[src/rtl/max_int16_stream.sv]
// Streaming signed max reducer: scans a frame of two's-complement elements and reports
// the largest value plus the index of its first occurrence, comparing bit-serially MSB first.
module max_int16_stream #(
   parameter int unsigned WIDTH = 16,
   parameter int unsigned IDX_W = 8
) (
   input  logic             clk,
   input  logic             rst_n,
   input  logic             in_valid,
   output logic             in_ready,
   input  logic [WIDTH-1:0] in_data,
   input  logic             in_last,
   output logic             out_valid,
   input  logic             out_ready,
   output logic [WIDTH-1:0] max_out,
   output logic [IDX_W-1:0] idx_out
);

   localparam int unsigned PTR_W = (WIDTH > 2) ? $clog2(WIDTH) : 1;

   typedef enum logic [1:0] {
      IDLE    = 2'd0,
      COMPARE = 2'd1,
      DONE    = 2'd2
   } state_t;

   state_t state, state_nx;

   logic             first_q;
   logic [IDX_W-1:0] cnt_q;
   logic [WIDTH-1:0] max_q;
   logic [IDX_W-1:0] idx_q;
   logic [WIDTH-1:0] cand_q;
   logic [IDX_W-1:0] cand_idx_q;
   logic             cand_last_q;
   logic [PTR_W-1:0] ptr_q;
   logic             decided_q;
   logic             gt_q;

   logic             accept_c;
   logic             cand_bit_c;
   logic             max_bit_c;
   logic             differ_c;
   logic             sign_bit_c;
   logic             gt_bit_c;
   logic             gt_final_c;
   logic             ptr_zero_c;
   logic             load_result_c;
   logic             release_c;
   logic [WIDTH-1:0] new_max_c;
   logic [IDX_W-1:0] new_idx_c;

   // in_ready is a pure state decode, forced low while reset is held
   assign in_ready  = rst_n && (state == IDLE);
   assign accept_c  = in_valid && in_ready;
   assign release_c = (state == DONE) && out_ready;

   // Bit-serial compare of the candidate against the running maximum.
   // At the sign bit a 0 marks the larger value, at magnitude bits a 1 does.
   assign cand_bit_c = cand_q[ptr_q];
   assign max_bit_c  = max_q[ptr_q];
   assign differ_c   = cand_bit_c ^ max_bit_c;
   assign sign_bit_c = (ptr_q == PTR_W'(WIDTH - 1));
   assign gt_bit_c   = sign_bit_c ? ~cand_bit_c : cand_bit_c;
   assign gt_final_c = decided_q ? gt_q : (differ_c & gt_bit_c);
   assign ptr_zero_c = (ptr_q == '0);

   // State register
   always_ff @(posedge clk or negedge rst_n) begin
      if (!rst_n) begin
         state <= IDLE;
      end else begin
         state <= state_nx;
      end
   end

   // Next state, result-load strobe and next running max/index
   always_comb begin
      state_nx      = state;
      load_result_c = 1'b0;
      new_max_c     = max_q;
      new_idx_c     = idx_q;
      case (state)
         IDLE: begin
            if (accept_c) begin
               if (first_q) begin
                  new_max_c     = in_data;
                  new_idx_c     = cnt_q;
                  load_result_c = in_last;
                  state_nx      = in_last ? DONE : IDLE;
               end else begin
                  state_nx = COMPARE;
               end
            end
         end
         COMPARE: begin
            if (ptr_zero_c) begin
               if (gt_final_c) begin
                  new_max_c = cand_q;
                  new_idx_c = cand_idx_q;
               end
               load_result_c = cand_last_q;
               state_nx      = cand_last_q ? DONE : IDLE;
            end
         end
         DONE: begin
            if (out_ready) begin
               state_nx = IDLE;
            end
         end
         default: begin
            state_nx = IDLE;
         end
      endcase
   end

   // Running max, published result and handshake flag
   always_ff @(posedge clk or negedge rst_n) begin
      if (!rst_n) begin
         max_q     <= '0;
         idx_q     <= '0;
         max_out   <= '0;
         idx_out   <= '0;
         out_valid <= 1'b0;
      end else begin
         max_q     <= new_max_c;
         idx_q     <= new_idx_c;
         out_valid <= (state_nx == DONE);
         if (load_result_c) begin
            max_out <= new_max_c;
            idx_out <= new_idx_c;
         end
      end
   end

   // Candidate capture, element counter and bit-serial compare state
   always_ff @(posedge clk or negedge rst_n) begin
      if (!rst_n) begin
         first_q     <= 1'b1;
         cnt_q       <= '0;
         cand_q      <= '0;
         cand_idx_q  <= '0;
         cand_last_q <= 1'b0;
         ptr_q       <= '0;
         decided_q   <= 1'b0;
         gt_q        <= 1'b0;
      end else begin
         if (accept_c) begin
            cnt_q       <= cnt_q + IDX_W'(1);
            cand_q      <= in_data;
            cand_idx_q  <= cnt_q;
            cand_last_q <= in_last;
            first_q     <= 1'b0;
            ptr_q       <= PTR_W'(WIDTH - 1);
            decided_q   <= 1'b0;
            gt_q        <= 1'b0;
         end else if (state == COMPARE) begin
            ptr_q <= ptr_q - PTR_W'(1);
            if (!decided_q && differ_c) begin
               decided_q <= 1'b1;
               gt_q      <= gt_bit_c;
            end
         end
         if (release_c) begin
            first_q <= 1'b1;
            cnt_q   <= '0;
         end
      end
   end

endmodule

[config.mk]
export PLATFORM = sky130hd
export DESIGN_NAME = max_int16_stream
export DESIGN_NICKNAME = d
export VERILOG_FILES = /design/src/rtl/max_int16_stream.sv
export SDC_FILE = /design/constraint.sdc
export NUM_CORES = 1
export LEC_CHECK = 0
export BUFFER_PORTS_ARGS = -buffer_cell sky130_fd_sc_hd__buf_2
export CELL_PAD_IN_SITES_DETAIL_PLACEMENT = 1
export CELL_PAD_IN_SITES_GLOBAL_PLACEMENT = 2
export CORE_MARGIN = 5
export CORE_UTILIZATION = 37
export CTS_CLUSTER_SIZE = 40
export DETAILED_ROUTE_END_ITERATION = 12
export PLACE_DENSITY_LB_ADDON = 0.1
export SETUP_SLACK_MARGIN = 0.3
export SYNTH_ARGS = -nofsm -noshare
export SYNTH_HDL_FRONTEND = slang
export SYNTH_SLANG_ARGS = --single-unit
[constraint.sdc]
create_clock -name clk -period 2.9 [get_ports clk]
set_clock_uncertainty 0.2 [all_clocks]
set_input_delay 0.145 -clock clk [delete_from_list [all_inputs] [get_ports clk]]
set_output_delay 0.145 -clock clk [all_outputs]
set_load 0.02 [all_outputs]
After elaboration in Yosys (flattened, before gate mapping)
Cells that the tools add are included.

Register bits: 91. Bits of input ports: 21. Output and inout port bits: 26. Logic and storage cells: 74.

Add/sub/neg operators: 2. Magnitude comparators: 1. Equality and inequality tests: 4. Muxes and demuxes: 39. Bitwise gates (word level): 3. Reduce and logical (&&, ||, !) cells: 11.

Operator list (number): two-way mux 16 bit (4); two-way mux 8 bit (6); case mux 16 bit (2 select lines) (1); case mux 8 bit (2 select lines) (1); two-way mux 1 bit (15); two-way mux 2 bit (6); adder 8 x 1 -> 8 bit, second input constant (1); binary-select mux 1 bit (select 4 bit) (2); two-way mux 4 bit (2); case mux 2 bit (3 select lines) (1); nonzero test 2 bit (3); < comparator 4 x 5 -> 1 bit, second input constant (1); equality test 2 bit, second input constant (2); equality test 4 bit, second input constant (1); logical AND 1 bit (4); zero test 4 bit (1); subtractor 4 x 1 -> 4 bit, second input constant (1); equality test 2 x 1 -> 1 bit, second input constant (1); zero test 2 bit (1); case mux 1 bit (2 select lines) (1); AND reduction 2 bit (1); bitwise AND 1 bit (1); zero test 1 bit (1); inverter 1 bit (1); XOR 1 bit (1).

Longest topological paths before layout
Gate-level depths: netlist (run 1).

Word-level depth: 9. Depth in mapped cells: 9. Gate-level depth less buffers: 8.

Least setup slack after synthesis (run 1)
OpenSTA, ideal clock, no wires.

Path type: reg2reg. Start point: register ptr_q[1]. End point: register idx_out[3]. Arrival time: 2.323 ns. Data required time: 2.562 ns. Slack: 0.239 ns. Cell stages (with the launch flop): 10. Path buffers: 3. Cell sequence: dfrtp_1 -> buf_1 -> inv_1 -> ha_1 -> or3b_2 -> nor2_1 -> a22o_1 -> clkbuf_1 -> clkbuf_1 -> a21oi_1.

Cells in the longest elaborated chain, start to end: 9. Elaborated cells on any way between the ends: 16. Classes of those cells: eq/ne: 1; mux: 11; bitwise: 3; reduce/logical: 1.

RTL lines: from (decl) (RTL line 36) `logic [PTR_W-1:0] ptr_q;`; from (signal assigned) (RTL line 154) `ptr_q <= PTR_W'(WIDTH - 1);`; from (signal assigned) (RTL line 158) `ptr_q <= ptr_q - PTR_W'(1);`; binary-select mux 1 bit (select 4 bit) (RTL line 60) `assign cand_bit_c = cand_q[ptr_q];`; two-way mux 1 bit (implied by the code) (RTL line 60); inverter 1 bit (RTL line 64) `assign gt_bit_c = sign_bit_c ? ~cand_bit_c : cand_bit_c;`; two-way mux 1 bit (RTL line 64); bitwise AND 1 bit (RTL line 65) `assign gt_final_c = decided_q ? gt_q : (differ_c & gt_bit_c);`; two-way mux 1 bit (RTL line 65); two-way mux 8 bit (RTL line 98) `if (gt_final_c) begin`; two-way mux 8 bit (RTL line 97) `if (ptr_zero_c) begin`; case mux 8 bit (2 select lines) (RTL line 83) `case (state)`; to (signal assigned) (RTL line 131) `idx_out <= new_idx_c;`; to (decl) (RTL line 16) `output logic [IDX_W-1:0] idx_out`.

Several ways; a longest one is shown, not always the timed one. The select of a mux whose other input is x is not followed. A chain may end at the register's enable or synchronous reset.

Worst setup path in the final report (run 1)
Start point: register ptr_q[0]. End point: register max_out[3].

Cells in the longest elaborated chain, start to end: 9. Elaborated cells on any way between the ends: 16. Classes of those cells: eq/ne: 1; mux: 11; bitwise: 3; reduce/logical: 1.

RTL lines: binary-select mux 1 bit (select 4 bit) (RTL line 60); two-way mux 1 bit (implied by the code) (RTL line 60); inverter 1 bit (RTL line 64); two-way mux 1 bit (RTL line 64); bitwise AND 1 bit (RTL line 65); two-way mux 1 bit (RTL line 65); two-way mux 16 bit (RTL line 98); two-way mux 16 bit (RTL line 97); case mux 16 bit (2 select lines) (RTL line 83); to (signal assigned) (RTL line 130) `max_out <= new_max_c;`; to (decl) (RTL line 15) `output logic [WIDTH-1:0] max_out,`.

Several ways; a longest one is shown, not always the timed one. The select of a mux whose other input is x is not followed.

==> out/qor.csv, run 1 <==
stage,metric,value,unit
layout,area grow syn2layout,24.7,%
sta,Highest Clock Rate,0.372,GHz
cts,CTS tree,done,
cts,clock buffer depth,2,
sta,Final Max Tran Viols,0,
critical_path,Critical Path RT,2930,ps
sta,final hold vios,0,
worst_hold_path,Hold Path Class,in2reg,
sta,unrepaired setup endpoints after global routing,yes,
global_route,GR Util All Layers,0.198,
layout,"commonest non-fill, non-tap cells in the layout","dfrtp_1 (90), nand2_1 (85), buf_2 (45)",
critical_path,CP max stage cell,mux4_2,
layout,fin cells,626,
die,Core Footprint,10800,um^2
synthesis,syn nets,427,
worst_hold_path,HP Start,in_valid,
route,DR iter-0 viols,198,
die,DIE WIDTH,115,um
layout,diode count,0,
worst_hold_path,Min-Delay Path Depth,5,
cts,H-Tree Depth,3,
synthesis,"EDFF count, synth",0,
sta,Hold WS,55.5,ps
pwr,Peak VDD IR,0.412,mV
synthesis,#FFs+latches synth,91,
critical_path,R2R cell count,7,
die,# IOs,47,
route,DRT Pass-1 Iters,5,
placed_design,Post-DP HPWL,7.79,mm
layout,final core occ,0.472,
layout,final net count,505,
layout,fill count,1217,
cts,clk slew on worst S/H paths,90,ps
synthesis,warning count from the yosys run,0,
die,starting density of the core,0.378,
critical_path,worst setup path class,reg2reg,
synthesis,Mapped Avg Cell Area,10.2,um^2
global_route,vias in the first global route,3585,
synthesis,Post-Syn Area,4100,um^2
layout,"commonest non-fill, non-tap cell in the layout",dfrtp_1,
synthesis,Main synth FF type,dfrtp_1,
synthesis,sequential element share of the synthesized area,0.556,
route,WL final,12.5,mm
route,Residual DRC,0,
cts,clk root buf,clkbuf_8,
pwr,leakage power,0.00252,uW
global_route,initial antenna violation count,0,
global_route,largest net degree at the start of global routing,67,
pwr,PD cells,1190,nW/um^2
placed_design,Port Buffer Count,46,
sta,fin crit period,2690,ps
placed_design,placed insts,583,
critical_path,Critical Path Max Stage Delay,540,ps
critical_path,Critical Path Start Type,register,
critical_path,worst endpoint data arrival time,2720,ps
die,die outline area,13300,um^2
cts,clock sink total,91,
critical_path,reg2reg start,ptr_q[0],
synthesis,Synth cell types,47,
route,wire length per cell,19.9,um
die,Die Y,115,um
route,Post-DRT Antenna Nets,0,
global_route,first-pass GRT wire length,20.0,mm
layout,share of layout cells above drive strength 1,0.218,
status,status,finished clean,
critical_path,R2R Setup Slk,210,ps
critical_path,worst reg2reg endpoint,max_out[3],
route,Via-to-Cell Ratio,5.37,
critical_path,CP cell instances,"mux4_2, or3b_4, a21oi_4, buf_12, o21ai_4, a222oi_1, a21oi_1",
global_route,GRT Residual Overflow,0,
synthesis,cell count after synthesis,403,
critical_path,critical path endpoint category,register,
route,via count,3364,
sta,Slew headroom,0.406,
sta,period utilisation layout,0.926,
synthesis,"FFs w/ async S/R, synth",1.00,
cts,TritonCTS buffer count,9,
sta,count of final setup violators,0,
critical_path,"critical path fanouts, max",6,
critical_path,CP bufs+invs,1,
placed_design,RD Place Congestion,0.837,
worst_hold_path,Hold Path End,cnt_q[3],
die,Cell Rows,38,
critical_path,crit-path leading delay family,compound AO/OA/AOI/OAI gates,
flow_run,Max-Cap Viols,0,
cts,clk_lat worst skew,370,ps
sta,actual slew at the worst max-slew pin,891,ps
how the worst max path moves through the flow:
stage,startpoint,end,slack [ps],cells past startpoint
2_1_floorplan,ptr_q[1],idx_out[3],320,9
3_3_place_gp,ptr_q[0],max_out[7],-230,6
3_5_place_dp,ptr_q[0],max_out[3],-330,6
4_1_cts,ptr_q[0],max_out[3],200,7
5_1_grt,ptr_q[0],max_out[3],120,7
6_report,ptr_q[0],max_out[3],210,7
per-layer routing:
| metal | share of wire | up-vias | track usage |
|---|---|---|---|
| met3 | 0.050 | 16 | 0.0321 |
| met5 | 0 | - | 0 |
| met1 | 0.47 | 1699 | 0.283 |
| met4 | 0.015 | 0 | 0.0759 |
| li1 | - | 1560 | - |
| met2 | 0.47 | 89 | 0.304 |
repair_timing:
action | 4_1_cts | 5_1_grt
hold buffers | 20 | 0
buffers inserted | 3 | 0
cloned | 3 | 1
hold endpoints to repair | 71 | 0
pin swaps | 14 | 10
gates resized for setup | 16 | 4
setup endpoints to repair | 49 | 49
per-stage QoR:
step                setup TNS [ps]  total power [uW]  worst slack, ps  cell area, um^2
floorplan                        0              3930              316             4100
global placement             -5450              4750             -231             4540
detailed placement           -9390              4860             -330             4540
CTS                              0              6090              202             5100
global route                     0              6480              116             5110
finish                           0              6080              214             5110
where the power goes:
group          internal, uW  switching, uW
Sequential             1800            429
Clock                   489            466
Combinational          1190           1710
flip-flops by register name (all words and copies together) (netlist names):
signal / flops
cand_idx_q: 8
gt_q: 1
idx_q: 8
idx_out: 8
out_valid: 1
max_out: 16
state: 2
cand_q: 16
ptr_q: 4
cand_last_q: 1
max_q: 16
decided_q: 1
cnt_q: 8
first_q: 1
cell type report:
cell class	count	area, um^2	share of cell area
Clock buffer	12	135	0.0264
Clock inverter	4	73.8	0.0144
Inverter	30	113	0.0220
Multi-Input combinational cell	262	1710	0.334
Sequential cell	91	2280	0.446
Tap cell	140	175	0.0343
Timing Repair Buffer	87	629	0.123
cell usage after synthesis, types with 3 or more instances:
cell,number,area share
dfrtp_1,90,0.55
nand2_1,85,0.078
nor2_1,39,0.036
a21oi_1,33,0.040
inv_1,30,0.027
a222oi_1,23,0.056
clkbuf_1,16,0.015
nand3_1,8,0.0098
xor2_1,8,0.017
mux4_1,6,0.038
mux2i_1,5,0.012
o21ai_0,4,0.0049
xnor2_1,4,0.0085
buf_6,3,0.0082
ha_1,3,0.0092
mux2_2,3,0.0082
nand2b_1,3,0.0046
kinds of logic after synthesis:
logic type | count (synthesis) | share of synthesized area
and+or+nand+nor | 152 | 0.156
DFF | 91 | 0.556
AOI/OAI and AO/OA | 76 | 0.132
buffers and inverters | 54 | 0.0573
muxes | 15 | 0.0644
xor gates and xnor gates | 12 | 0.0256
adders and majority gates | 3 | 0.00915
worst register-to-register path, stage by stage, from the launching register on:
cell and delay (ps):
dfrtp_1 380, mux4_2 540, or3b_4 410, a21oi_4 160
buf_12 140, o21ai_4 110, a222oi_1 460, a21oi_1 160
Note: power is estimated with default switching activity, not from simulation.
==> inputs of run 2 (changes only) <==
==> constraint.sdc (replaced) <==
create_clock -name clk -period 2.8 [get_ports clk]
set_clock_uncertainty 0.2 [all_clocks]
set_input_delay 0.14 -clock clk [delete_from_list [all_inputs] [get_ports clk]]
set_output_delay 0.14 -clock clk [all_outputs]
set_load 0.02 [all_outputs]
==> out/qor.csv, run 2 (synthesis gave the netlist of run 1 again) <==
stage,metric,value,unit,change
cts,clk root buf,clkbuf_8,,
sta,Highest Clock Rate,0.371,GHz,-0.24%
worst_hold_path,Hold Path Class,in2reg,,
sta,Hold WS,32.0,ps,-23.4 ps
cts,clk_lat worst skew,380,ps,about the same
layout,Regs by FF count,"cand_q (16), max_out (16), max_q (16)",,
die,Core Footprint,10800,um^2,unchanged
global_route,largest net degree at the start of global routing,65,,-3.0%
sta,unrepaired setup endpoints after global routing,yes,,
critical_path,Critical Path RT,2850,ps,-80 ps
critical_path,worst endpoint data arrival time,2740,ps,+20 ps
sta,period utilisation layout,0.962,,+0.0354
layout,diode count,0,,unchanged
die,die outline area,13300,um^2,unchanged
die,Die Y,115,um,unchanged
layout,final core occ,0.470,,-0.00196
placed_design,Post-DP HPWL,7.67,mm,-1.5%
layout,post-route cell area,5090,um^2,-0.42%
pwr,total power,6160,uW,+1.2%
layout,"commonest non-fill, non-tap cell in the layout",dfrtp_1,,
cts,H-Tree Depth,3,,unchanged
critical_path,"critical path fanouts, max",23,,+17
route,Post-DRT Antenna Nets,0,,unchanged
global_route,vias in the first global route,3627,,+1.2%
route,DR iter-0 viols,257,,+30%
pwr,leakage power,0.00251,uW,about the same
die,DIE WIDTH,115,um,unchanged
sta,Final Max Tran Viols,0,,unchanged
route,via count,3336,,-0.83%
cts,clock buffer depth,2,,unchanged
placed_design,RD Place Congestion,0.769,,-8.1%
sta,fin crit period,2690,ps,+6.49 ps
critical_path,worst setup path class,reg2reg,,
placed_design,Port Buffer Count,46,,unchanged
global_route,initial antenna violation count,0,,unchanged
cts,CTS tree,done,,
cts,clk slew on worst S/H paths,100,ps,about the same
critical_path,Critical Path Start Type,register,,
route,wire length per cell,18.5,um,-7.2%
status,status,finished clean,,
sta,Slew headroom,0.449,,+0.0429
global_route,first-pass GRT wire length,19.4,mm,-3.3%
layout,share of layout cells above drive strength 1,0.233,,+0.0145
pwr,PD cells,1210,nW/um^2,+1.6%
critical_path,R2R Setup Slk,110,ps,-110 ps
die,Cell Rows,38,,unchanged
route,DRT Pass-1 Iters,7,,+2
layout,area grow syn2layout,24.2,%,
sta,count of final setup violators,0,,unchanged
pwr,Peak VDD IR,0.606,mV,+47%
global_route,GRT Residual Overflow,0,,unchanged
sta,actual slew at the worst max-slew pin,827,ps,-64.3 ps
global_route,GR Util All Layers,0.191,,-0.00686
sta,final hold vios,0,,unchanged
cts,TritonCTS buffer count,9,,unchanged
route,Via-to-Cell Ratio,5.30,,-1.5%
layout,final net count,509,,+0.79%
flow_run,Max-Cap Viols,0,,unchanged
placed_design,dpl cell area,4590,um^2,+1.2%
cts,clock sink total,91,,unchanged
route,Residual DRC,0,,unchanged
layout,"commonest non-fill, non-tap cells in the layout","dfrtp_1 (90), nand2_1 (85), buf_2 (45)",,
die,# IOs,47,,unchanged
route,WL final,11.7,mm,-6.6%
die,starting density of the core,0.378,,unchanged
critical_path,critical path endpoint category,register,,
## run 2: final timing paths
path                               start       endpoint  cells after the start
setup / recovery                ptr_q[0]     idx_out[4]                      8
hold / removal                  in_valid       ptr_q[3]                      4
setup reg to reg                ptr_q[0]     idx_out[4]                      8
hold reg to reg            cand_idx_q[2]  cand_idx_q[2]                      2
max in group asynchronous          rst_n     max_out[8]                      3
min in group asynchronous          rst_n     max_out[6]                      3
## run 2: layer usage
layer	vias to the layer above	wire [um]	GRT usage
met5	-	0	0
met1	1695	5790	0.277
met4	0	207	0.0759
met3	12	514	0.0363
li1	1557	-	-
met2	72	5150	0.283
## run 2: report_power, final
| group | total, uW | switching (uW) | leakage (uW) | internal, uW |
|---|---|---|---|---|
| sequential | 2270 | 409 | 0.00113 | 1870 |
| combinational | 3030 | 1730 | 0.00130 | 1300 |
| clock | 853 | 503 | 0.0000818 | 350 |
| total | 6160 | 2640 | 0.00251 | 3510 |
## run 2: cell type report
class,count,area (um^2)
clock buffer,11,141
clock inverter,5,40.0
fill,1236,5750
inverter,30,113
multi-input combinational,259,1670
sequential,91,2280
tap,140,175
timing repair buffer,94,673
## run 2: per-stage QoR
stage	std cells	TNS [ps]	worst slack, ps
after floorplan	403	0	247
after global placement	590	-8490	-322
after detailed placement	590	-10570	-346
after CTS	629	0	79.8
after global routing	630	-110	-31.4
final	630	0	108
## run 2: critical path, cell delays in order, from the launching register on
cell and delay [ps]:
dfrtp_1 390, mux4_2 520, or3b_4 390, buf_6 130, a21oi_4 140, o21ai_2 80
buf_12 180, a222oi_1 410, a21oi_1 120
## run 2: timing repair
| action | CTS | global route |
|---|---|---|
| resized for setup | 15 | 8 |
| endpoints found under the setup margin | 51 | 49 |
| hold buffers | 19 | 0 |
| pin swaps | 8 | 15 |
| endpoints found under the hold margin | 141 | 0 |
| setup buffers | 3 | 1 |
| cloned | 1 | 0 |
==> inputs of run 3 (changes only) <==
==> constraint.sdc (replaced) <==
create_clock -name clk -period 2.8 [get_ports clk]
set_clock_uncertainty 0.2 [all_clocks]
set_input_delay 0.56 -clock clk [delete_from_list [all_inputs] [get_ports clk]]
set_output_delay 0.56 -clock clk [all_outputs]
set_load 0.02 [all_outputs]
==> out/qor.csv, run 3 (synthesis gave the netlist of run 1 again) <==
stage,metric,value,unit,change
route,wire length per cell,19.4,um,+4.6%
route,DRT Pass-1 Iters,7,,unchanged
sta,period utilisation layout,0.963,,+0.00147
pwr,leakage power,0.00246,uW,-2.0%
layout,fill count,1213,,-1.9%
placed_design,Post-DP HPWL,7.69,mm,+0.20%
placed_design,RD Place Congestion,0.775,,+0.75%
cts,clock buffer depth,2,,unchanged
global_route,vias in the first global route,3582,,-1.2%
sta,Slew headroom,0.469,,+0.0197
sta,Hold WS,11.8,ps,-20.2 ps
critical_path,Critical Path Source,ptr_q[0],,
cts,clk slew on worst S/H paths,100,ps,about the same
layout,"commonest non-fill, non-tap cell in the layout",dfrtp_1,,
pwr,Int Pwr,3740,uW,+6.5%
die,Core Footprint,10800,um^2,unchanged
critical_path,R2R Setup Slk,100,ps,about the same
route,Post-DRT Antenna Nets,0,,unchanged
global_route,first-pass GRT wire length,19.6,mm,+1.4%
cts,clk_lat worst skew,370,ps,about the same
cts,TritonCTS buffer count,9,,unchanged
critical_path,critical path endpoint category,register,,
placed_design,pre-CTS setup slack,-309,ps,+37.4 ps
placed_design,dpl cell area,4590,um^2,unchanged
global_route,largest net degree at the start of global routing,64,,-1.5%
layout,final core occ,0.457,,-0.0130
sta,Final Max Tran Viols,0,,unchanged
layout,Regs by FF count,"cand_q (16), max_out (16), max_q (16)",,
pwr,total power,6380,uW,+3.7%
route,via count,3306,,-0.90%
sta,unrepaired setup endpoints after global routing,yes,,
worst_hold_path,Hold Path Class,in2async,,
die,Die Y,115,um,unchanged
global_route,GR Util All Layers,0.193,,+0.00174
pwr,PD cells,1290,nW/um^2,+6.6%
pwr,share of power burned in registers,0.356,,-0.014
pwr,Clk pwr share,0.170,,+0.031
sta,final setup slack of the worst path,104,ps,-4.12 ps
layout,diode count,0,,unchanged
critical_path,"critical path fanouts, max",23,,unchanged
route,WL final,11.8,mm,+1.6%
die,die outline area,13300,um^2,unchanged
critical_path,Critical Path RT,2840,ps,about the same
layout,final net count,491,,-3.5%
global_route,initial antenna violation count,0,,unchanged
layout,area grow syn2layout,20.7,%,
cts,clock sink total,91,,unchanged
cts,CTS tree,done,,
cts,clk root buf,clkbuf_8,,
cts,H-Tree Depth,3,,unchanged
pwr,switching share of total power,0.414,,-0.0153
sta,actual slew at the worst max-slew pin,797,ps,-29.5 ps
pwr,Peak VDD IR,0.548,mV,-9.6%
critical_path,reg2reg start,ptr_q[0],,
die,# IOs,47,,unchanged
global_route,GRT Residual Overflow,0,,unchanged
layout,post-route cell area,4950,um^2,-2.8%
sta,fin crit period,2700,ps,+4.12 ps
die,starting density of the core,0.378,,unchanged
critical_path,worst setup path class,reg2reg,,
route,DR iter-0 viols,208,,-19%
die,Cell Rows,38,,unchanged
cts,CTS hold repair buffers,0,,-19
placed_design,Port Buffer Count,46,,unchanged
flow_run,Max-Cap Viols,0,,unchanged
sta,final hold vios,0,,unchanged
sta,count of final setup violators,0,,unchanged
route,Residual DRC,0,,unchanged
layout,share of layout cells above drive strength 1,0.246,,+0.0131
pwr,Combinational Power Share,0.473,,-0.019
route,Via-to-Cell Ratio,5.40,,+2.0%
sta,Highest Clock Rate,0.371,GHz,-0.15%
critical_path,Critical Path Start Type,register,,
layout,"commonest non-fill, non-tap cells in the layout","dfrtp_1 (90), nand2_1 (85), buf_2 (45)",,
pwr,sw power,2640,uW,about the same
critical_path,worst endpoint data arrival time,2740,ps,about the same
die,DIE WIDTH,115,um,unchanged
status,status,finished clean,,
==> run 3: what timing repair did <==
| action | 4_1_cts | 5_1_grt |
|---|---|---|
| pin swaps | 10 | 20 |
| buffers inserted | 4 | 1 |
| gates cloned | 1 | 0 |
| setup endpoints to repair | 50 | 52 |
| gates resized for setup | 12 | 14 |
==> run 3: cell type report <==
class / count / area [um^2] / share of cell area
inverters: 30 / 113 / 0.0227
flip-flops and latches: 91 / 2280 / 0.460
repair buffers: 76 / 495 / 0.100
well taps: 140 / 175 / 0.0354
clock buffers: 11 / 131 / 0.0265
multi-input cells: 259 / 1650 / 0.334
clock inverters: 5 / 104 / 0.0210
==> run 3: path summary, 6_finish.rpt <==
path	cells after the start	end
max	8	idx_out[4]
min	2	state[1]
max reg2reg	8	idx_out[4]
min reg2reg	2	cand_idx_q[4]
max in group asynchronous	3	max_out[10]
min in group clk	3	cand_q[6]
==> run 3: per-layer routing <==
metal  share of wire  GRT usage  wire, um
met1            0.49      0.286      5750
met2            0.44      0.286      5260
met3           0.056     0.0421       669
met4           0.014     0.0540       165
met5               0          0         0
==> run 3: critical path, stage by stage (launching register included) <==
cell	delay, ps
dfrtp_1	380
mux4_2	520
or3b_1	370
buf_4	140
a21oi_2	140
o21ai_2	80
buf_12	180
a222oi_1	410
a21oi_1	130
==> run 3: stage by stage <==
step / cells / setup TNS, ps
floorplan: 403 / 0
global placement: 590 / -9380
detailed placement: 590 / -9460
CTS: 611 / 0
global route: 612 / -61.9
finish: 612 / 0
==> run 3: power groups by stage <==
stage,Sequential (uW),Combinational [uW],Clock [uW]
floorplan,2390,1690,0
global placement,2280,2720,0
detailed placement,2270,2800,0
CTS,2270,2970,1120
global route,2350,3320,1180
finish,2280,3020,1090
